[config.mk]
export PLATFORM = sky130hd
export DESIGN_NAME = message_serializer
export DESIGN_NICKNAME = d
export VERILOG_FILES = /design/src/rtl/message_serializer.sv
export SDC_FILE = /design/constraint.sdc
export NUM_CORES = 1
export LEC_CHECK = 0
export ABC_AREA = 1
export CORE_AREA = 2 2 49 51
export DETAILED_ROUTE_END_ITERATION = 10
export DIE_AREA = 0 0 51 53
export GPL_ROUTABILITY_DRIVEN = 0
export PLACE_DENSITY = 0.8
export RECOVER_POWER = 25
export SLEW_MARGIN = 20
export SYNTH_ARGS = -nofsm -noshare
export SYNTH_HDL_FRONTEND = slang
export SYNTH_SLANG_ARGS = --single-unit
[constraint.sdc]
create_clock -name clk -period 4.4 [get_ports clk]
set_input_delay 0.88 -clock clk [delete_from_list [all_inputs] [get_ports clk]]
set_output_delay 0.88 -clock clk [all_outputs]
set_load 0.02 [all_outputs]
[src/rtl/message_serializer.sv]
// Latches an MSG_W-bit message on an accepted send and shifts it out on SerOut, holding each bit BIT_CYCLES clocks.
// Optional macro PARITY_BIT_EN appends one even-parity bit (XOR of the captured message) to every frame.
module message_serializer #(
    parameter int MSG_W      = 5,
    parameter int BIT_CYCLES = 1024,
    parameter int MSB_FIRST  = 1
) (
    input  logic             clk,
    input  logic             reset,
    input  logic             send,
    input  logic [MSG_W-1:0] Msg,
    output logic             ready,
    output logic             SerOut,
    output logic             valid,
    output logic             done
);

`ifdef PARITY_BIT_EN
    localparam int FRAME_BITS = MSG_W + 1;
`else
    localparam int FRAME_BITS = MSG_W;
`endif
    localparam int HW = (BIT_CYCLES > 1) ? $clog2(BIT_CYCLES) : 1;
    localparam int BW = $clog2(FRAME_BITS + 1);
    localparam logic [HW-1:0] HOLD_LAST = HW'(BIT_CYCLES - 1);
    localparam logic [BW-1:0] BIT_LAST  = BW'(FRAME_BITS - 1);

    typedef enum logic {IDLE, SHIFT} state_t;

    state_t           state, state_n;
    logic [MSG_W-1:0] shift_q, shift_n;
    logic [HW-1:0]    hold_q, hold_n;
    logic [BW-1:0]    bit_q, bit_n;
    logic             last_clk;
    logic             head_n;
    logic             ser_n, valid_n, done_n;
`ifdef PARITY_BIT_EN
    logic             par_q, par_n;
`endif

    always_comb begin
        state_n = state;
        shift_n = shift_q;
        hold_n  = hold_q;
        bit_n   = bit_q;
`ifdef PARITY_BIT_EN
        par_n   = par_q;
`endif
        last_clk = (state == SHIFT) && (hold_q == HOLD_LAST) && (bit_q == BIT_LAST);
        ready    = (state == IDLE) || last_clk;

        if (ready && send) begin
            state_n = SHIFT;
            shift_n = Msg;
            hold_n  = '0;
            bit_n   = '0;
`ifdef PARITY_BIT_EN
            par_n   = ^Msg;
`endif
        end else if (last_clk) begin
            state_n = IDLE;
            shift_n = '0;
            hold_n  = '0;
            bit_n   = '0;
        end else if (state == SHIFT) begin
            if (hold_q == HOLD_LAST) begin
                hold_n  = '0;
                bit_n   = bit_q + BW'(1);
                shift_n = (MSB_FIRST != 0) ? (shift_q << 1) : (shift_q >> 1);
            end else begin
                hold_n = hold_q + HW'(1);
            end
        end

        // Outputs are computed from next-state values so they can be registered without a cycle of lag.
        head_n = (MSB_FIRST != 0) ? shift_n[MSG_W-1] : shift_n[0];
`ifdef PARITY_BIT_EN
        if (bit_n == BW'(MSG_W)) begin
            head_n = par_n;
        end
`endif
        valid_n = (state_n == SHIFT);
        ser_n   = valid_n & head_n;
        done_n  = valid_n && (hold_n == HOLD_LAST) && (bit_n == BIT_LAST);
    end

    always_ff @(posedge clk) begin
        if (reset) begin
            state   <= IDLE;
            shift_q <= '0;
            hold_q  <= '0;
            bit_q   <= '0;
            SerOut  <= 1'b0;
            valid   <= 1'b0;
            done    <= 1'b0;
`ifdef PARITY_BIT_EN
            par_q   <= 1'b0;
`endif
        end else begin
            state   <= state_n;
            shift_q <= shift_n;
            hold_q  <= hold_n;
            bit_q   <= bit_n;
            SerOut  <= ser_n;
            valid   <= valid_n;
            done    <= done_n;
`ifdef PARITY_BIT_EN
            par_q   <= par_n;
`endif
        end
    end

endmodule

=== Word level (Yosys, flattened, before mapping) ===
Index checks and enable logic that the tools add are counted.

* $add $sub $neg: 2
* Equality and inequality tests: 4
* Multiplexer cells: 14
* Bitwise logic cells: 2
* Reduce and logical (&&, ||, !) cells: 9

{| class="wikitable"
|+ Operators by type and width
! operator !! count
|-
| two-way mux 10 bit || 4
|-
| == test 10 bit, second input constant || 2
|-
| two-way mux 5 bit || 4
|-
| two-way mux 3 bit || 4
|-
| adder 10 x 1 -> 10 bit, second input constant || 1
|-
| == test 3 bit, second input constant || 2
|-
| nonzero test 3 bit || 2
|-
| logical AND 1 bit || 5
|-
| adder 3 x 1 -> 3 bit, second input constant || 1
|-
| two-way mux 1 bit || 2
|-
| AND reduction 2 bit || 1
|-
| AND 1 bit || 1
|-
| logical OR 1 bit || 1
|-
| inverter 1 bit || 1
|}

* Flip-flop bits (word level): 21
* Input port bits: 8
* Output and inout port bits: 4
* Logic and storage cells: 38

=== Longest topological paths before layout ===
* Depth after elaboration: 9
* Depth in mapped cells: 12
* Gate-level depth less buffers: 12

=== Least setup slack after synthesis ===
OpenSTA, ideal clock, no wires.

* Path type: register -> output
* Start: register hold_q[1]
* End: output port ready
* Arrival time: 1.088 ns
* Data required time: 3.520 ns
* Setup slack: 2.432 ns
* Cell stages (with the launch flop): 6
* Path through: dfxtp_1 -> ha_1 -> nand2_2 -> nor2_4 -> nand4_2 -> nand2_2

* Cells in the longest elaborated chain, start to end: 4

{| class="wikitable"
|+ Ends and longest elaborated chain
! element !! RTL line !! source
|-
| from (decl) || 32 || <nowiki>logic [HW-1:0] hold_q, hold_n;</nowiki>
|-
| from (signal assigned) || 102 || <nowiki>hold_q <= hold_n;</nowiki>
|-
| == test 10 bit || 49 || <nowiki>last_clk = (state == SHIFT) && (hold_q == HOLD_LAST) && (bit_q == BIT_LAST);</nowiki>
|-
| logical AND 1 bit (2 in a row) || 49 ||
|-
| logical OR 1 bit || 50 || <nowiki>ready = (state == IDLE) || last_clk;</nowiki>
|-
| to (decl) || 12 || <nowiki>output logic ready,</nowiki>
|}

No other way between the ends.

=== Final worst setup path ===
* Start: register state
* End: output port ready

* Cells in the longest elaborated chain, start to end: 3
* Elaborated cells between the ends (all ways): 4
* Those cells by class: bitwise (1); reduce/logical (3)

{| class="wikitable"
|+ Ends and longest elaborated chain
! element !! RTL line !! source
|-
| from (decl) || 30 || <nowiki>state_t state, state_n;</nowiki>
|-
| from (signal assigned) || 100 || <nowiki>state <= state_n;</nowiki>
|-
| logical AND 1 bit (2 in a row) || 49 ||
|-
| logical OR 1 bit (*) || 50 ||
|}

Every way passes the cells marked *; elsewhere a longest branch is shown, timed or not.

==> results.json <==
{
  "status": "complete, no violations",
  "synth_area_leaders": "dfxtp_1 (34%), nand2_1 (12%), nand3_1 (8.9%)",
  "holdCritStartpoint": "shift_q[0]",
  "ys_seq_elements": 21,
  "detail-route-antenna-nets": 0,
  "synth-xor-area-share": 0,
  "wl_per_cell_microns": 12.16,
  "rr_endpoint": "SerOut",
  "drv_cap": 0,
  "synth_compound_area_frac": 0.06572,
  "grt-ovfl-total": 0,
  "hold_class": "flop to flop",
  "r2r_setup_slack_ns": 2.19,
  "yosys.cell_types.count": 26,
  "yosys.area_share.simple": 0.4752,
  "setup.worst_path.start": "state",
  "cp_slowest_stage_delay_ns": 0.63,
  "clock_skew_ns": 0.005428,
  "netlist_instances": 182,
  "hold_viol_final": 0,
  "ys.flop_type": "dfxtp_1",
  "finalInstanceArea_sq_um": 1366,
  "rsz0062_at_grt": "false",
  "cp_top_family": "buffers and inverters",
  "syn_to_final_growth_pct": 10.41,
  "diodes": 0,
  "synth_top_area_frac": 0.3397,
  "nets": 206,
  "portBuffers": 11,
  "core_area_sq_um": 2148,
  "grt_max_degree": 14,
  "grt.total_usage": 0.2299,
  "wirelength_microns": 2700,
  "reg2regPathDepth": 8,
  "fill_cells": 209,
  "drt_iter0_markers": 37,
  "drcViolationCount": 0,
  "path_class": "flop to output pin",
  "grt_pass1_vias": 1144,
  "setup_viol": 0,
  "cts_max_level": 1,
  "cts_resized": 0,
  "tightest_slew_ns": 0.4971,
  "worstReg2RegStart": "state",
  "cts.sinks": 21,
  "yosys.area_share.adder": 0.03033,
  "grt_first_pass_wirelength_microns": 4650,
  "cts_buffers": 3,
  "syn_area_per_cell_sq_um": 6.799,
  "path_cells": "inv_1 -> nor2_1 -> nand4_1 -> nand2_2 -> clkdlybuf4s50_1",
  "arrival_ns": 2.36,
  "timing.final.max_slew_violations": 0,
  "clk_path_buf_depth": 2,
  "synth_top_family_by_area": "simple AND/OR/NAND/NOR gates",
  "std_cell_rows": 17,
  "ys_seq_area_frac": 0.3397,
  "routed_via_density": 5.239,
  "timing.final.crit_share": 0.7361,
  "die_area_sq_um": 2703,
  "cts_tree": "done",
  "drive_above_1_share": 0.1082,
  "powerDensity_nw_per_um2": 240.9,
  "start_util": 0.5760,
  "clock_latency_ns": 0.31,
  "async_flop_share": 0,
  "place_area_sq_um": 1366,
  "dr.pass1.iters": 4,
  "synth_mux_area_frac": 0,
  "whs_path_depth": 2,
  "pin_count": 12,
  "netlist_area_sq_um": 1237,
  "multi_input_area_sq_um": 680.7,
  "dp.final_hpwl_microns": 2105,
  "peakVddDrop_mv": 0.1732,
  "setup_tns_ns": 0,
  "end_kind": "output pin",
  "die_y_microns": 53,
  "worstPathMaxFanout": 13,
  "fmax_mhz": 308.8,
  "die_w_microns": 51,
  "synth_area_leader_cell": "dfxtp_1",
  "vias": 1163,
  "hold_buffers": 0,
  "worstSetupStartpointType": "flop",
  "path_buf_inv": 2,
  "crit_slowest_cell": "clkdlybuf4s50_1",
  "seq_area_sq_um": 420.4,
  "min_to": "shift_q[0]",
  "synth_edf_count": 0,
  "antenna_found_initial": 0,
  "layout_min_cycle_time_ns": 3.239,
  "cts_setup_buffers": 0,
  "clk_pin_slew_ns": 0.12,
  "ys_warn_count": 0,
  "root_buffer": "clkbuf_4",
  "power_leakage_nw": 0.6210,
  "maxSlewHeadroom": 0.6677,
  "syn-num-nets": 193,
  "crit_required_ns": 3.52
}
[layer usage]
metal / GRT usage / wire length, microns / share of wire
met2: 0.4307 / 1375 / 0.51
met5: 0 / 0 / 0
met4: 0.1126 / 45 / 0.017
met3: 0.03107 / 94 / 0.035
met1: 0.2531 / 1185 / 0.44
[sequential cells by signal, indices dropped and copies added (netlist names)]
signal and flops:
hold_q 10, shift_q 5, bit_q 3, SerOut 1, done 1, state 1
[metrics by stage]
stage          std cells  utilization  hold slack, ns  setup WS, ns  total power [mW]
2_1_floorplan        182            -          0.4443         2.432            0.2251
5_1_grt              222       0.6360          0.5030        0.9787            0.3427
3_3_place_gp         218       0.6360          0.4660         1.700            0.2392
6_report             222       0.6360          0.4936         1.161            0.3292
3_5_place_dp         218       0.6360          0.4688         1.663            0.2399
4_1_cts              222       0.6482          0.4863         1.298            0.3305
[how the worst max path moves through the flow]
stage / to / slack, ns / depth (start not counted)
after CTS: ready / 1.30 / 5
after global routing: ready / 0.98 / 5
final: ready / 1.16 / 5
after global placement: ready / 1.70 / 5
after floorplan: ready / 2.43 / 5
after detailed placement: ready / 1.66 / 5
[worst register-to-register path, delay by kind of cell (launching register included)]
kind / cells / cell delay (ns)
AO/OA/AOI/OAI: 1 / 0.07
buffers and inverters: 1 / 0.11
flip-flops: 1 / 0.59
AND/OR/NAND/NOR: 6 / 1.39
[cells in the mapped netlist (2+ instances only)]
| library cell | n |
|---|---|
| a21oi_1 | 8 |
| a21oi_2 | 2 |
| dfxtp_1 | 21 |
| ha_1 | 3 |
| inv_1 | 24 |
| nand2_1 | 40 |
| nand2_2 | 6 |
| nand2_4 | 2 |
| nand3_1 | 22 |
| nand4_1 | 4 |
| nor2_1 | 25 |
| nor2_2 | 2 |
| nor2_4 | 3 |
| nor3_1 | 6 |
| o21ai_0 | 3 |
[placed cells by master (no fill, tap or decap)]
cell	n
nor4_1	1
a21oi_2	2
inv_2	1
nor2_4	2
o21ai_0	3
nand2_4	2
ha_1	3
clkbuf_1	1
nor2_2	2
nand4_1	5
nand2_2	6
nand2_1	40
o21ai_2	1
nor2_8	1
inv_1	24
or2_1	1
nor3_2	1
nand3_1	23
a21oi_1	8
nor2_1	26
clkdlybuf4s50_1	10
dfxtp_1	21
nor3_1	6
dlygate4sd3_1	1
clkbuf_4	3
[power by group]
group | switching [mW] | internal (mW)
registers | 0.00438 | 0.195
logic | 0.0203 | 0.0155
clock network | 0.0584 | 0.0354
total | 0.0831 | 0.246
[kinds of logic after synthesis]
| group | count (synthesis) |
|---|---|
| AO/OA/AOI/OAI | 14 |
| adder cells (fa/ha/maj) | 3 |
| buffers and inverters | 28 |
| flip-flops | 21 |
| AND/OR/NAND/NOR | 116 |
[cell type report]
type	count	share of cell area
tap	28	0.02564
timing repair buffer	11	0.08059
clock buffer	4	0.01923
multi-input combinational	133	0.4982
inverter	25	0.06868
sequential	21	0.3077
Note: power is estimated with default switching activity, not from simulation.
